## config.mk

```make
export PLATFORM = sky130hd
export DESIGN_NAME = block_serial_subtractor
export DESIGN_NICKNAME = d
export VERILOG_FILES = /design/src/rtl/arith_pkg.sv /design/src/rtl/borrow_ripple_block.sv /design/src/rtl/block_serial_subtractor.sv
export SDC_FILE = /design/constraint.sdc
export NUM_CORES = 1
export LEC_CHECK = 0
export CAP_MARGIN = 20
export CORE_MARGIN = 3
export CORE_UTILIZATION = 46
export DETAILED_ROUTE_END_ITERATION = 7
export PLACE_DENSITY = 0.87
export SLEW_MARGIN = 20
export SYNTH_ARGS = -nofsm -noshare
export SYNTH_HDL_FRONTEND = slang
export SYNTH_HIERARCHICAL = 1
export SYNTH_SLANG_ARGS = --single-unit
```

## constraint.sdc

```tcl
create_clock -name clk -period 3.6 [get_ports clk]
set_input_delay 0.36 -clock clk [delete_from_list [all_inputs] [get_ports clk]]
set_output_delay 0.36 -clock clk [all_outputs]
set_load 0.02 [all_outputs]
```

## src/rtl/arith_pkg.sv

```systemverilog
// Shared arithmetic-datapath definitions: word width, block derivations and
// the FSM state encoding used by the serial subtractor.
package arith_pkg;

  localparam int WORD_W = 32;

  typedef enum logic [1:0] {
    ST_IDLE = 2'd0,
    ST_RUN  = 2'd1,
    ST_DONE = 2'd2
  } state_e;

  // Number of blocks one word splits into.
  function automatic int num_blocks(input int block_size);
    return WORD_W / block_size;
  endfunction

  // Counter wide enough to hold 0..nb (bypass count).
  function automatic int cnt_width(input int nb);
    return $clog2(nb + 1);
  endfunction

  // Block index width; a single-block configuration still needs one bit.
  function automatic int idx_width(input int nb);
    return (nb > 1) ? $clog2(nb) : 1;
  endfunction

endpackage

```

## src/rtl/borrow_ripple_block.sv

```systemverilog
// Combinational WIDTH-bit ripple-borrow subtractor: diff = a - b - bin.
module borrow_ripple_block #(
  parameter int WIDTH = 4
) (
  input  logic [WIDTH-1:0] a,
  input  logic [WIDTH-1:0] b,
  input  logic             bin,
  output logic [WIDTH-1:0] diff,
  output logic             bout
);

  // Bit-serial borrow chain through the block.
  always_comb begin
    logic br;
    br   = bin;
    diff = '0;
    for (int i = 0; i < WIDTH; i++) begin
      diff[i] = a[i] ^ b[i] ^ br;
      br      = (~a[i] & b[i]) | (~(a[i] ^ b[i]) & br);
    end
    bout = br;
  end

endmodule

```

## src/rtl/block_serial_subtractor.sv

```systemverilog
// Multi-cycle 32-bit subtractor: one BLOCK_SIZE-bit block per clock, LSB
// block first, with borrow-bypass when a block's operands are equal.
import arith_pkg::*;

module block_serial_subtractor #(
  parameter  int BLOCK_SIZE = 4,
  localparam int NUM_BLOCKS = num_blocks(BLOCK_SIZE),
  localparam int CNT_W      = cnt_width(NUM_BLOCKS)
) (
  input  logic              clk,
  input  logic              rst_n,
  input  logic              in_valid,
  output logic              in_ready,
  input  logic [WORD_W-1:0] a,
  input  logic [WORD_W-1:0] b,
  input  logic              bin,
  output logic              out_valid,
  input  logic              out_ready,
  output logic [WORD_W-1:0] diff,
  output logic              bout,
  output logic              overflow,
  output logic [CNT_W-1:0]  bypass_cnt
);

  localparam int IDX_W = idx_width(NUM_BLOCKS);

  state_e            state_q, state_d;
  logic [WORD_W-1:0] a_q, b_q, diff_q;
  logic              borrow_q, bout_q, ovf_q;
  logic [IDX_W-1:0]  blk_idx_q;
  logic [CNT_W-1:0]  bypass_q;

  int unsigned           blk_off;
  logic [BLOCK_SIZE-1:0] a_blk, b_blk, d_blk;
  logic                  rip_bout, prop, borrow_nxt, last_blk, accept;

  assign blk_off  = 32'(blk_idx_q) * BLOCK_SIZE;
  assign a_blk    = a_q[blk_off +: BLOCK_SIZE];
  assign b_blk    = b_q[blk_off +: BLOCK_SIZE];
  assign last_blk = (blk_idx_q == IDX_W'(NUM_BLOCKS - 1));
  assign accept   = (state_q == ST_IDLE) && in_valid;

  borrow_ripple_block #(.WIDTH(BLOCK_SIZE)) u_blk (
    .a    (a_blk),
    .b    (b_blk),
    .bin  (borrow_q),
    .diff (d_blk),
    .bout (rip_bout)
  );

  // Bypass mux: equal operands pass the incoming borrow straight through.
  assign prop       = &(a_blk ~^ b_blk);
  assign borrow_nxt = prop ? borrow_q : rip_bout;

  // State register.
  always_ff @(posedge clk or negedge rst_n) begin
    if (!rst_n) state_q <= ST_IDLE;
    else        state_q <= state_d;
  end

  // Next-state logic.
  always_comb begin
    state_d = state_q;
    case (state_q)
      ST_IDLE: if (in_valid)  state_d = ST_RUN;
      ST_RUN:  if (last_blk)  state_d = ST_DONE;
      ST_DONE: if (out_ready) state_d = ST_IDLE;
      default:                state_d = ST_IDLE;
    endcase
  end

  // Handshake outputs decoded from state.
  always_comb begin
    in_ready  = 1'b0;
    out_valid = 1'b0;
    case (state_q)
      ST_IDLE: in_ready  = 1'b1;
      ST_DONE: out_valid = 1'b1;
      default: ;
    endcase
  end

  // Operand capture on accept, then one block retired per RUN cycle.
  always_ff @(posedge clk or negedge rst_n) begin
    if (!rst_n) begin
      a_q       <= '0;
      b_q       <= '0;
      diff_q    <= '0;
      borrow_q  <= 1'b0;
      bout_q    <= 1'b0;
      ovf_q     <= 1'b0;
      blk_idx_q <= '0;
      bypass_q  <= '0;
    end else if (accept) begin
      a_q       <= a;
      b_q       <= b;
      borrow_q  <= bin;
      diff_q    <= '0;
      bout_q    <= 1'b0;
      ovf_q     <= 1'b0;
      blk_idx_q <= '0;
      bypass_q  <= '0;
    end else if (state_q == ST_RUN) begin
      diff_q[blk_off +: BLOCK_SIZE] <= d_blk;
      borrow_q  <= borrow_nxt;
      blk_idx_q <= blk_idx_q + IDX_W'(1);
      if (prop) bypass_q <= bypass_q + CNT_W'(1);
      // Final block: d_blk's MSB is diff[31], so overflow resolves here.
      if (last_blk) begin
        bout_q <= borrow_nxt;
        ovf_q  <= (a_q[WORD_W-1] & ~b_q[WORD_W-1] & ~d_blk[BLOCK_SIZE-1]) |
                  (~a_q[WORD_W-1] & b_q[WORD_W-1] &  d_blk[BLOCK_SIZE-1]);
      end
    end
  end

  assign diff       = diff_q;
  assign bout       = bout_q;
  assign overflow   = ovf_q;
  assign bypass_cnt = bypass_q;

endmodule
```

* Word-level counts from Yosys, hierarchy flattened
Index checks and enable logic that the tools add are counted.
** Word-level totals
- Bits of input ports :: 69
- Bits in registers :: 108
- Output and inout bits :: 40
** Cells by class
- Bitwise gates (word level) :: 37
- Shift operators :: 4
- Add/subtract/negate cells :: 3
- Reduce and logical (&&, ||, !) cells :: 9
- Equality and inequality tests :: 6
- Multiplexer cells :: 23
** Operator list (number)
- $mux 32 :: 2
- $shiftx 32x6->4 :: 2
- $neg 5->34 :: 1
- $shift 4x34->32 const A :: 1
- $shiftx 4x34->32 :: 1
- $bwmux 32 :: 1
- $and 1x1->1 :: 12
- $mux 4 :: 3
- $mux 1 :: 11
- $not 1->1 :: 11
- $xor 1x1->1 :: 8
- $mux 2 :: 3
- $mux 3 :: 2
- $ne 2x2->1 const B :: 3
- $pmux 2 s3 :: 1
- $reduce_bool 2->1 :: 3
- $or 1x1->1 :: 5
- $add 4x1->4 const B :: 1
- $reduce_and 2->1 :: 2
- $reduce_and 4->1 :: 1
- $xnor 4x4->4 :: 1
- $add 3x1->3 const B :: 1
- $eq 3x3->1 const B :: 1
- $reduce_and 3->1 :: 1
- other kinds (4) :: 4

* Depth between registers and ports, before layout
- Depth in word-level cells :: 16
- Mapped depth :: 17

* By module
The synthesis kept the hierarchy.
** Modules (own cells, without submodules)
- block_serial_subtractor :: cells each 526, area an instance 4989.8 sq um, sequential area each 2702.6 sq um, times used 1
- borrow_ripple_block :: cells each 14, area an instance 117.6 sq um, sequential area each 0.0 sq um, times used 1

* Worst setup path after synthesis
No wires, ideal clock.
- Kind :: reg-to-reg
- Start point :: reg blk_idx_q[0]
- End point :: reg ovf_q (netlist: overflow)
- Cell stages (with the launch flop) :: 17
- Data arrival time :: 3263 ps
- Period minus slack after synthesis :: 3399 ps
- Library setup time :: 135 ps
- Path slack :: 201 ps
- Buffers on the path :: 3
- Cell sequence :: dfrtp_1 -> buf_6 -> buf_12 -> mux2i_1 -> mux4_2 -> inv_1 -> fa_1 -> inv_1 -> fa_1 -> fa_1 -> inv_1 -> fa_1 -> clkbuf_1 -> nand2_1 -> nor2_1 -> a211oi_1 -> nor3_1
** Between the ends
- Word-level cells in the longest chain between the ends :: 16
- Elaborated cells between the ends (all ways) :: 32
- Those cells by class :: 1 x eq/ne; 2 x shift; 3 x mux; 24 x bitwise; 2 x reduce/logical
** RTL lines
- start, declared :: line block_serial_subtractor.sv:30 : logic [IDX_W-1:0] blk_idx_q;
- start signal, assigned :: line block_serial_subtractor.sv:106 : blk_idx_q <= blk_idx_q + IDX_W'(1);
- $shiftx 32x6->4 * :: line block_serial_subtractor.sv:38 : assign a_blk = a_q[blk_off +: BLOCK_SIZE];
- named net a_blk[0] :: line block_serial_subtractor.sv:34 : logic [BLOCK_SIZE-1:0] a_blk, b_blk, d_blk;
- $xor 1x1->1 :: line borrow_ripple_block.sv:19 : br = (~a[i] & b[i]) | (~(a[i] ^ b[i]) & br);
- $not 1->1 :: line borrow_ripple_block.sv:19
- $and 1x1->1 :: line borrow_ripple_block.sv:19
- $or 1x1->1 * :: line borrow_ripple_block.sv:19
- $and 1x1->1 * :: line borrow_ripple_block.sv:19
- $or 1x1->1 * :: line borrow_ripple_block.sv:19
- [2 not listed]
- $xor 1x1->1 * :: line borrow_ripple_block.sv:18 : diff[i] = a[i] ^ b[i] ^ br;
- named net d_blk[3] :: line block_serial_subtractor.sv:34
- $not 1->1 :: line block_serial_subtractor.sv:111 : ovf_q <= (a_q[WORD_W-1] & ~b_q[WORD_W-1] & ~d_blk[BLOCK_SIZE-1]) |
- $and 1x1->1 :: line block_serial_subtractor.sv:111
- $or 1x1->1 * :: line block_serial_subtractor.sv:111
- $mux 1 * :: line block_serial_subtractor.sv:109 : if (last_blk) begin
- $mux 1 * :: line block_serial_subtractor.sv:103 : end else if (state_q == ST_RUN) begin
- $mux 1 * :: line block_serial_subtractor.sv:94 : end else if (accept) begin
- end signal, assigned :: line block_serial_subtractor.sv:111
- end, declared :: line block_serial_subtractor.sv:29 : logic borrow_q, bout_q, ovf_q;
The timed path passes the listed nets; every way through them passes the cells marked *. The select of a mux whose other input is x is not followed.
A chain may end at the register's enable or synchronous reset.

* Worst setup path in the final report
- Start point :: reg blk_idx_q[0]
- End point :: reg ovf_q (netlist: overflow)
** Between the ends
- Elaborated cells between the ends (all ways) :: 32
- Those cells by class :: 1 x eq/ne; 2 x shift; 3 x mux; 24 x bitwise; 2 x reduce/logical
** RTL lines (line)
- $shiftx 32x6->4 * :: block_serial_subtractor.sv:38
- named net a_blk[1] :: block_serial_subtractor.sv:34
- $xor 1x1->1 :: borrow_ripple_block.sv:19
- $not 1->1 :: borrow_ripple_block.sv:19
- $and 1x1->1 :: borrow_ripple_block.sv:19
- $or 1x1->1 * :: borrow_ripple_block.sv:19
- $and 1x1->1 * :: borrow_ripple_block.sv:19
- $or 1x1->1 * :: borrow_ripple_block.sv:19
- $xor 1x1->1 * :: borrow_ripple_block.sv:18
- named net d_blk[3] :: block_serial_subtractor.sv:34
- $not 1->1 :: block_serial_subtractor.sv:111
- $and 1x1->1 :: block_serial_subtractor.sv:111
- $or 1x1->1 * :: block_serial_subtractor.sv:111
- $mux 1 * :: block_serial_subtractor.sv:109
- $mux 1 * :: block_serial_subtractor.sv:103
- $mux 1 * :: block_serial_subtractor.sv:94
Marked as above.

==> summary.md <==
| Metric | Value |
|---|---|
| Status | `finished, final reports clean` |
| Reg2reg end | `overflow$_DFFE_PN0P_` |
| Rel. slew slack | `51.1%` |
| Crit path DAT | `~3700 ps` |
| GRT Total Usage | `19.5%` |
| Peak Freq | `287 MHz` |
| Synth Area in Simple Gates | `22.0%` |
| EDFF count, synth | `0` |
| Cts bufs inserted | `9` |
| Hold crit path type | `in2async` |
| CP Capture Type | `register` |
| Mean routed wirelength per cell | `15.6 um` |
| Fraction of layout cells with a size suffix above 1 | `under 10%` |
| Setup TNS Final | `0 ps` |
| Clock Path Buffers | `2` |
| WP depth | `13` |
| Core Area | `10,600 sq um` |
| FF-to-FF Start | `blk_idx_q[0]$_DFFE_PN0P_` |
| DIE WIDTH | `~110 um` |
| DR top layer | `met4` |
| Worst skew pair latency | `370 ps` |
| Most common library cells after synthesis | `nand2_1, dfrtp_1, mux2i_1, inv_1, nand3_1` |
| Final Hold Fails | `0` |
| Register area share after synthesis | `52.9%` |
| Via count | `4,136` |
| H-tree Lvls | `3` |
| Peak supply drop | `702 uV` |
| Ys Warns | `6` |
| Final Setup Violations | `0` |
| Period utilisation layout | `a little over nine tenths` |
| P&R area growth vs syn | `27.3%` |
| Synth Area in Compound Gates | `4.92%` |
| Maximum fanout along the worst path | `8` |
| Vias in the first global route | `4,162` |
| Initial antenna violation count | `0` |
| Fin. max-slew vios | `0` |
| Routed Antenna Nets | `0` |
| DR pass1 iterations | `5` |
| Syn Inst Count | `540` |
| Sink Count | `108` |
| GRT overflow | `0` |
| Syn avg cell area | `between 9 and 10 sq um` |
| PD cells | `960 nW/um^2` |
| Leak | `3.22 nW` |
| Worst EP required | `3820 ps` |
| Crit path to | `overflow$_DFFE_PN0P_` |
| Ys async rst share | `100%` |
| Final instance area | `6500 sq um` |
| Worst Max-Slew Pin Slew | `726 ps` |
| Starting Density | `48.4%` |
| Top FF cell, synth | `dfrtp_1` |
| # diodes | `0` |
| RSZ-0062 raised after global routing | `no` |
| Critical path class | `reg2reg` |
| Worst path slowest cell | `dfrtp_4` |
| Setup slack at placement | `104 ps` |
| Startpoint Class | `register` |
| Tmin final | `3480 ps` |
| Root Driver | `clkbuf_8` |
| Max stage delay on crit path | `550 ps` |
| Initial DRC Count | `230` |
| Pin count of the biggest net entering global routing | `71` |
| Worst Skew | `16.1 ps` |
| I/O pin count | `around 110` |
| First-pass GRT wire length | `19.9 mm` |
| Mapped Area | `a little over 5000 sq um` |
| RD Place Congestion | `between 0.9 and 1` |
| Largest area contributor in the netlist | `dfrtp_1` |
| Worst Reg2Reg Path Length in Cells | `13` |
| Adder-Cell Fraction of Synth Area | `3.53%` |
| Clock-pin slew on the worst setup and hold paths | `100 ps` |
| Site row count | `37` |
| Mux cell area share after synthesis | `a little under an eighth` |
| Worst path cell trace | `clkbuf_4 > mux2i_1 > mux4_2 > inv_1 > inv_1 > fa_1 > fa_1 > inv_1 > fa_1 > nand2_1 > nor2_1 > a211oi_2 > nor3_1` |
| Syn Nets | `621` |
| Vias per cell | `5.26` |
| Worst Path Buf+Inv | `4` |
| Top post-synthesis cells by area | `dfrtp_1, nand2_1, mux2i_1` |
| Max-cap viol count | `0` |
| IO buf count | `~110` |
| Routed met2 length | `~6.0 mm` |
| Worst Setup SP | `blk_idx_q[0]$_DFFE_PN0P_` |
| Flop2flop setup slack | `120 ps` |
| Aggregate routed wire length | `12.2 mm` |
| Most common cell in the netlist | `nand2_1` |
| Drt drc | `0` |
| Die Y | `111 um` |
| Die ar. | `~12,000 sq um` |
| WL met3 | `711 um` |
| Area after DPL | `~6300 sq um` |
| Largest family of logic cells by synthesized area | `simple AND/OR/NAND/NOR gates` |
| CTS tree | `done` |
| Xor and xnor area share after synthesis | `less than 1%` |
| FF+latch count, synth | `108` |
| Post-DP HPWL | `between 9 and 10 mm` |
| Tot Pwr | `0.00624 W` |
| Hold buffer count at cts | `0` |
| Yosys top cell area share | `52.9%` |
| Wl on met1 | `5.21 mm` |
| Final net count | `728` |
| Final WS setup | `118 ps` |
| Worst path top cell family by delay | `adder cells` |
| Unique cell type count in the Yosys netlist | `38` |
[what timing repair did]
item                                    CTS  global route
setup buffers                             0             4
resized for setup                         0             2
endpoints found under the setup margin    0             6
hold endpoints to repair                  0             0
[final cells by class]
cell class / instances / area, sq um
fill: 850 / 4060
sequential: 108 / 2710
multi-input combinational: 380 / 2180
timing repair buffer: 121 / 1190
tap: 136 / 170
clock buffer: 11 / 131
inverter: 27 / 101
clock inverter: 3 / 17.5
[logic make-up (layout without fill, tap and decap cells)]
logic type / count (synthesis) / in the layout
AND/OR/NAND/NOR: 275 / 275
flip-flops: 108 / 108
buffers and inverters: 52 / 162
multiplexers: 48 / 48
AO/OA/AOI/OAI: 41 / 41
adder cells (fa/ha/maj): 12 / 12
XOR/XNOR: 4 / 4
[worst register-to-register path: stages, from the launching register on]
cell and delay, ps:
dfrtp_4 550, clkbuf_4 210, mux2i_1 130, mux4_2 510, inv_1 90, inv_1 60
fa_1 470, fa_1 410, inv_1 80, fa_1 440, nand2_1 80, nor2_1 50
a211oi_2 190, nor3_1 60
[cell usage in the layout (no fill, tap or decap), drive strengths merged]
cell	Yosys	layout
a211oi	1	1
a21oi	7	7
a22o	8	8
a32o	1	1
and2	1	1
and3	2	2
and4b	1	1
buf	8	13
clkbuf	17	12
clkdlybuf4s50	0	107
clkinv	0	2
clkinvlp	0	1
dfrtp	108	108
fa	4	4
ha	8	8
inv	27	27
mux2i	40	40
mux4	8	8
nand2	226	226
nand2b	1	1
nand3	25	25
nand3b	1	1
nand4b	1	1
nor2	8	8
nor2b	1	1
nor3	3	3
nor3b	1	1
nor4	3	3
o211ai	1	1
o21ai	20	20
o22ai	1	1
o31ai	2	2
or3	1	1
xor2	4	4
[metrics by stage]
step | hold WS (ps) | instances | util [%]
after floorplan | 64.4 | 540 | -
after global routing | 111 | 786 | 61.6
after detailed placement | 466 | 768 | 59.8
after CTS | 87.8 | 782 | 61.2
after global placement | 462 | 768 | 59.8
final | 73.2 | 786 | 61.6
[how the worst min path moves through the flow]
stage / slack [ps] / to / from
after detailed placement: 470 / b_q[13]$_DFFE_PN0P_ / b_q[13]$_DFFE_PN0P_
final: 70 / diff[31]$_DFFE_PN0P_ / rst_n
after floorplan: 60 / a_q[0]$_DFFE_PN0P_ / rst_n
after CTS: 90 / diff[14]$_DFFE_PN0P_ / rst_n
after global placement: 460 / b_q[2]$_DFFE_PN0P_ / b_q[2]$_DFFE_PN0P_
after global routing: 110 / diff[15]$_DFFE_PN0P_ / rst_n
[flip-flops by register name, indices dropped and copies added, names as in the netlist]
register    flops
bout            1
b_q            32
overflow        1
borrow_q        1
state_q         2
a_q            32
diff           32
blk_idx_q       3
bypass_cnt      4
[layer usage]
layer,global-route usage (%),vias up
li1,-,1967
met1,25.7,1973
met2,32.0,158
met3,3.59,38
met4,7.87,0
met5,0,-
[where the power goes]
group	switching (W)	total [W]	internal (W)
Combinational	0.00210	0.00354	0.00144
Clock	0.000374	0.000617	0.000243
Sequential	0.000364	0.00208	0.00172
Total	0.00284	0.00624	0.00340
(Power assumes the default switching activity.)
